[config.mk]
export PLATFORM = sky130hd
export DESIGN_NAME = updown_direction_decoder
export DESIGN_NICKNAME = d
export VERILOG_FILES = /design/src/rtl/updown_direction_decoder.sv
export SDC_FILE = /design/constraint.sdc
export NUM_CORES = 1
export LEC_CHECK = 0
export CORE_MARGIN = 2
export CORE_UTILIZATION = 47
export DETAILED_ROUTE_END_ITERATION = 16
export GPL_TIMING_DRIVEN = 0
export PLACE_DENSITY = 0.74
export SLEW_MARGIN = 20
export SYNTH_ARGS = -nofsm -noshare
export SYNTH_HDL_FRONTEND = slang
export SYNTH_SLANG_ARGS = --single-unit
[constraint.sdc]
create_clock -name clk -period 1.7 [get_ports clk]
set_clock_uncertainty 0.15 [all_clocks]
set_input_delay 0.255 -clock clk [delete_from_list [all_inputs] [get_ports clk]]
set_output_delay 0.255 -clock clk [all_outputs]
set_load 0.1 [all_outputs]
[src/rtl/updown_direction_decoder.sv]
`default_nettype none
// ============================================================================
// Module  : updown_direction_decoder
// Purpose : Recovers the up/down direction from an observed count value and
//           reports step, wrap, reversal, lock and illegal-transition events.
// Revision: 1.0 - initial release
// ============================================================================
module updown_direction_decoder #(
    parameter int WIDTH      = 4,
    parameter int LOCK_LEN   = 4,
    parameter int ALLOW_HOLD = 0,
    parameter int ERR_W      = 8
) (
    input  logic             clk,
    input  logic             rst,
    input  logic [WIDTH-1:0] q_in,
    output logic             ud,
    output logic             step,
    output logic             wrap,
    output logic             dir_change,
    output logic             err,
    output logic             locked,
    output logic [ERR_W-1:0] err_cnt
);

    typedef enum logic [1:0] {
        S_IDLE   = 2'd0,
        S_TRACK  = 2'd1,
        S_LOCKED = 2'd2
    } state_t;

    localparam logic [WIDTH-1:0] C_ONE      = WIDTH'(1);
    localparam logic [WIDTH-1:0] C_MAX      = '1;
    localparam logic [3:0]       C_RUN_ONE  = 4'd1;
    localparam logic [3:0]       C_LOCK_RUN = 4'(LOCK_LEN);
    localparam logic [ERR_W-1:0] C_ERR_ONE  = ERR_W'(1);
    localparam logic             C_HOLD_OK  = (ALLOW_HOLD != 0);

    state_t           state_q, state_d;
    logic [WIDTH-1:0] prev_val_q, prev_val_d;
    logic [3:0]       run_q, run_d;
    logic             seen_step_q, seen_step_d;
    logic             ud_q, ud_d;
    logic             step_q, step_d;
    logic             wrap_q, wrap_d;
    logic             dir_change_q, dir_change_d;
    logic             err_q, err_d;
    logic             locked_q, locked_d;
    logic [ERR_W-1:0] err_cnt_q, err_cnt_d;

    logic [WIDTH-1:0] w_inc;
    logic [WIDTH-1:0] w_dec;
    logic             w_up;
    logic             w_down;
    logic             w_hold;
    logic             w_bad;
    logic [3:0]       w_run_next;

    always_comb begin
        w_inc      = prev_val_q + C_ONE;
        w_dec      = prev_val_q - C_ONE;
        w_up       = (q_in == w_inc);
        // Up takes priority so a degenerate 1-bit counter still gets one direction.
        w_down     = (q_in == w_dec) && !w_up;
        w_hold     = (q_in == prev_val_q);
        w_bad      = !w_up && !w_down && !(w_hold && C_HOLD_OK);
        w_run_next = run_q + C_RUN_ONE;
    end

    always_comb begin
        state_d      = state_q;
        prev_val_d   = q_in;
        run_d        = run_q;
        seen_step_d  = seen_step_q;
        ud_d         = ud_q;
        step_d       = 1'b0;
        wrap_d       = 1'b0;
        dir_change_d = 1'b0;
        err_d        = 1'b0;
        locked_d     = locked_q;
        err_cnt_d    = err_cnt_q;

        if (state_q == S_IDLE) begin
            state_d  = S_TRACK;
            run_d    = 4'd0;
            locked_d = 1'b0;
        end else if (w_up || w_down) begin
            step_d       = 1'b1;
            ud_d         = w_down;
            wrap_d       = (w_up && (prev_val_q == C_MAX)) ||
                           (w_down && (prev_val_q == '0));
            // The very first legal step has no earlier direction to compare to.
            dir_change_d = seen_step_q && (w_down != ud_q);
            seen_step_d  = 1'b1;
            if (state_q == S_TRACK) begin
                run_d = w_run_next;
                if (w_run_next == C_LOCK_RUN) begin
                    state_d  = S_LOCKED;
                    locked_d = 1'b1;
                end
            end
        end else if (w_bad) begin
            err_d    = 1'b1;
            state_d  = S_TRACK;
            run_d    = 4'd0;
            locked_d = 1'b0;
            if (err_cnt_q != '1) begin
                err_cnt_d = err_cnt_q + C_ERR_ONE;
            end
        end
    end

    always_ff @(posedge clk or posedge rst) begin
        if (rst) begin
            state_q      <= S_IDLE;
            prev_val_q   <= '0;
            run_q        <= 4'd0;
            seen_step_q  <= 1'b0;
            ud_q         <= 1'b0;
            step_q       <= 1'b0;
            wrap_q       <= 1'b0;
            dir_change_q <= 1'b0;
            err_q        <= 1'b0;
            locked_q     <= 1'b0;
            err_cnt_q    <= '0;
        end else begin
            state_q      <= state_d;
            prev_val_q   <= prev_val_d;
            run_q        <= run_d;
            seen_step_q  <= seen_step_d;
            ud_q         <= ud_d;
            step_q       <= step_d;
            wrap_q       <= wrap_d;
            dir_change_q <= dir_change_d;
            err_q        <= err_d;
            locked_q     <= locked_d;
            err_cnt_q    <= err_cnt_d;
        end
    end

    assign ud         = ud_q;
    assign step       = step_q;
    assign wrap       = wrap_q;
    assign dir_change = dir_change_q;
    assign err        = err_q;
    assign locked     = locked_q;
    assign err_cnt    = err_cnt_q;

endmodule
`default_nettype wire
# Yosys cells after proc, flatten, opt, wreduce, memory -nomap -nowiden
# Cells that the tools add are included.
# Widths: inputs -> output; s select.
[op_classes]
n_addsub = 4
eq_ne = 9
muxes = 23
bitwise_logic = 2
n_reduce_logical = 16
[op_table]
columns = ["cell", "n"]
rows = [
  ["$mux 4", 4],
  ["$mux 1", 14],
  ["$mux 2", 5],
  ["$add 4x1->4 const B", 2],
  ["$add 8x1->8 const B", 1],
  ["$eq 4x4->1", 2],
  ["$ne 8x8->1 const B", 1],
  ["$ne 3x2->1 const B", 2],
  ["$logic_and 1x1->1", 5],
  ["$eq 4x3->1 const B", 1],
  ["$eq 4x4->1 const B", 1],
  ["$logic_not 4->1", 1],
  ["$reduce_and 2->1", 2],
  ["$reduce_and 4->1", 1],
  ["$sub 4x1->4 const B", 1],
  ["$reduce_and 3->1", 1],
  ["$reduce_bool 3->1", 1],
  ["$eq 2x1->1 const B", 1],
  ["$logic_not 1->1", 2],
  ["$logic_not 2->1", 1],
  ["$logic_or 1x1->1", 2],
  ["$not 1->1", 2],
  ["$ne 1x1->1", 1],
]
[word_totals]
reg_bits = 25

# Longest topological paths before layout
[logic_depth]
ltp_word = 9
ltp_mapped = 8
depth_no_buf = 7

# Worst setup path after synthesis
# OpenSTA, ideal clock, no wires.
[synth_timing]
path_kind = "flip-flop to flip-flop"
from = "register state_q[1]"
to = "register err_cnt_q[1] (netlist: err_cnt[1])"
setup_ps = 126
arrival_time_ps = 2040
setup_slack_ps = -615
path_stages_with_launch = 6
cell_sequence = "dfrtp_1 or2_2 clkbuf_1 nand2_1 nor2_1 mux2_2"
[synth_between]
elab_chain_len = 3
[synth_rtl]
columns = ["item", "line_no", "rtl"]
rows = [
  ["start, declared", "39", "state_t state_q, state_d;"],
  ["start signal, assigned", "127", "state_q <= state_d;"],
  ["$logic_not 2->1", "83", "if (state_q == S_IDLE) begin"],
  ["$not 1->1 (no source line)", "-", ""],
  ["$reduce_and 4->1 (no source line)", "-", ""],
  ["end signal, assigned", "137", "err_cnt_q <= err_cnt_d;"],
  ["end, declared", "49", "logic [ERR_W-1:0] err_cnt_q, err_cnt_d;"],
]
# Every way passes these cells.
# A chain may end at the register's enable or synchronous reset.

# Worst setup path in the final report
[layout_timing]
from = "register prev_val_q[0]"
to = "register ud_q (netlist: ud)"
[layout_between]
elab_chain_len = 6
[layout_rtl]
columns = ["item", "line_no", "rtl"]
rows = [
  ["start, declared", "40", "logic [WIDTH-1:0] prev_val_q, prev_val_d;"],
  ["start signal, assigned", "128", "prev_val_q <= prev_val_d;"],
  ["$add 4x1->4", "60", "w_inc = prev_val_q + C_ONE;"],
  ["$eq 4x4->1", "62", "w_up = (q_in == w_inc);"],
  ["$logic_not 1->1", "64", "w_down = (q_in == w_dec) && !w_up;"],
  ["$logic_and 1x1->1", "64", ""],
  ["$logic_or 1x1->1", "87", "end else if (w_up || w_down) begin"],
  ["$reduce_and 2->1 (no source line)", "-", ""],
  ["end signal, assigned", "131", "ud_q <= ud_d;"],
  ["end, declared", "43", "logic ud_q, ud_d;"],
]
# Several ways; a longest one is shown, not always the timed one.

==> results.sh <==
export IMPL_status="finished with violations"
export IMPL_violations="negative setup slack"
export IMPL_holdWs_ns=0.262
export IMPL_yosysTopAreaCellShare_pct=48.2
export IMPL_period_share_pct=117
export IMPL_pin_count=20
export IMPL_dp_cells=162
export IMPL_vdd_drop_max_uv=1480
export IMPL_setup_violations=20
export IMPL_grt_max_degree=25
export IMPL_yosysSeqAreaShare_pct=48.2
export IMPL_stdcell_area_um2=1650
export IMPL_total_power_mw=2.75
export IMPL_numCtsBuffers=3
export IMPL_postSynthCellCount=113
export IMPL_grt_pass1_vias=938
export IMPL_crit_path_start_kind="flip-flop"
export IMPL_insertedDiodeCount=0
export IMPL_tns_ns=-3.97
export IMPL_slew_viol_final=0
export IMPL_synth_cell_type_count=32
export IMPL_synthToLayoutAreaGrowth_pct=32.4
export IMPL_initial_core_util_pct=49.8
export IMPL_power_density_nw_per_um2=1670
export IMPL_wire_per_inst_um=14.2
export IMPL_root_buffer="clkbuf_4"
export IMPL_drive_gt1_share_pct=43.1
export IMPL_hold_viol=0
export IMPL_yosysWarnings=0
export IMPL_finish_utilization_pct=66.0
export IMPL_cp_end_kind="flip-flop"
export IMPL_maxCapViolations=0
export IMPL_ant_nets=0
export IMPL_cts_max_path_buffers=2
export IMPL_num_nets_final=157
export IMPL_remaining_drc_errors=0
export IMPL_layout_cells_non_filler=174
export IMPL_mappedNetlistArea_um2=1250
export IMPL_synth_edf_count=0
export IMPL_core_area_um2=2500
export IMPL_relSlewSlack_pct=39.1
export IMPL_min_path_type="input pin to flip-flop"
export IMPL_min_from="q_in[0]"
export IMPL_mostFrequentLayoutCells="dfrtp_1 (15), xor2_1 (11), buf_2 (10), nand3_1 (7), nor2_1 (7)"
export IMPL_yosysTopAreaCell="dfrtp_1"
export IMPL_rows=18
export IMPL_worstMarginPinSlew_ns=0.913
export IMPL_vias=909
export IMPL_critPathMaxFanout=5
export IMPL_place_congestion=0.739
export IMPL_io_buffers=19
export IMPL_clkSinkCount=24
export IMPL_holdBufCountCts=0
export IMPL_final_common_cell="dfrtp_1"
export IMPL_post_place_ws_ns=-0.474
export IMPL_grt_usage_pct=16.4
export IMPL_clock_latency_ns=0.32
export IMPL_die_area_um2=3080
export IMPL_avgSynthCellArea_um2=11.0
export IMPL_antenna_found_initial=0
export IMPL_synthArstFlopShare_pct=100
export IMPL_rsz0062_at_grt="true"
export IMPL_required_ns=1.77
export IMPL_htree_levels=1
export IMPL_ys_seq_elements=24
export IMPL_clkTransAtPathRegs_ns=0.13
export IMPL_dp_hpwl_um=1620
export IMPL_synth_area_leaders="dfrtp_1 (48%), xor2_1 (8.4%), ha_1 (6.0%), nor2_1 (3.9%), xnor3_1 (3.6%)"
export IMPL_cts_tree="yes"
export IMPL_drtIter0Drc=11
export IMPL_finalWirelength_um=2480
export IMPL_critical_path_class="flip-flop to flip-flop"
export IMPL_syn_num_nets=125
export IMPL_die_h_um=55.5
export IMPL_dpl_instance_area_um2=1530
export IMPL_final_min_clock_period_ns=1.99
export IMPL_startpoint="prev_val_q[0]"
export IMPL_arrival_ns=2.06
export IMPL_fmax_ghz=0.502
export IMPL_setup_slack_ns=-0.291
export IMPL_r2r_start="prev_val_q[0]"
export IMPL_yosys_most_used_dff="dfrtp_1"
export IMPL_dr_pass1_iters=4
export IMPL_fillers=199
export IMPL_die_w_um=55.5
export IMPL_detail_route_vias_per_cell=5.22
export IMPL_grt_pass1_wl_um=4080
export IMPL_grt_overflow=0
export IMPL_p_leak_nw=0.747
[cell usage after synthesis, types with 2 or more instances]
cell	n
nor2_1	13
inv_1	5
nand4_1	4
nand3b_1	2
a21oi_1	5
buf_6	2
dfrtp_1	24
and3_1	2
xnor2_1	2
nor2b_1	2
ha_1	6
nor3_1	2
nand3_1	7
nor3_2	2
nand2_1	6
xor2_1	12
xnor3_1	2
[area by class of cell]
cell class / count / area (um2) / area share, %
plain buffers: 3 / 26.3 / 1.59
clock buffers: 3 / 22.5 / 1.36
clock inverters: 1 / 30.0 / 1.82
inverters: 5 / 18.8 / 1.14
multi-input cells: 81 / 679 / 41.2
flip-flops and latches: 24 / 619 / 37.5
well taps: 30 / 37.5 / 2.27
repair buffers: 27 / 216 / 13.1
[per-layer routing]
| metal | vias up | share of wire [%] | track usage [%] |
|---|---|---|---|
| met3 | 4 | 3.8 | 3.98 |
| met2 | 19 | 48 | 26.9 |
| met1 | 443 | 47 | 20.9 |
| met4 | 0 | 1.4 | 5.92 |
| li1 | 443 | - | - |
| met5 | - | 0 | 0 |
[logic make-up after synthesis]
group	share of synthesized area [%]
xor gates and xnor gates	14.8
and+or+nand+nor	20.2
DFF	48.2
AOI/OAI and AO/OA	5.52
adders and majority gates	6.02
buffers and inverters	3.61
muxes	1.71
[registers in the layout, indices dropped and copies added (netlist names)]
signal and cells:
ud 1, prev_val_q 4, state_q 2, run_q 4, dir_change 1, wrap 1, err 1, step 1
err_cnt 8, seen_step_q 1
[worst max-delay path, cell delays in order (launching register included)]
cell      delay, ns
dfrtp_1        0.43
inv_2          0.10
ha_4           0.21
xor2_2         0.14
nand3b_1       0.20
o22ai_2        0.22
buf_6          0.17
nand2_4        0.07
a22o_1         0.22
[path summary, 6_finish.rpt]
kind	to	slack, ns	cells after the start
min in group asynchronous	err_cnt[5]	0.27	2
worst max-delay path	ud	-0.29	8
max in group asynchronous	err_cnt[1]	0.47	2
worst min register to register	seen_step_q	0.33	1
worst min-delay path	prev_val_q[0]	0.26	1
worst max register to register	ud	-0.29	8
[power by group]
part           switching [mW]  leakage (nW)  internal (mW)
Combinational            1.11         0.442          0.360
Clock                   0.173        0.0279          0.238
Sequential              0.146         0.277          0.727
Total                    1.43         0.747           1.33
[what timing repair did]
item / CTS / global route
gates cloned: 1 / 0
endpoints found under the setup margin: 34 / 25
resized for setup: 62 / 15
buffers inserted: 4 / 3
pin swaps: 4 / 4
Note: power is estimated with default switching activity, not from simulation.
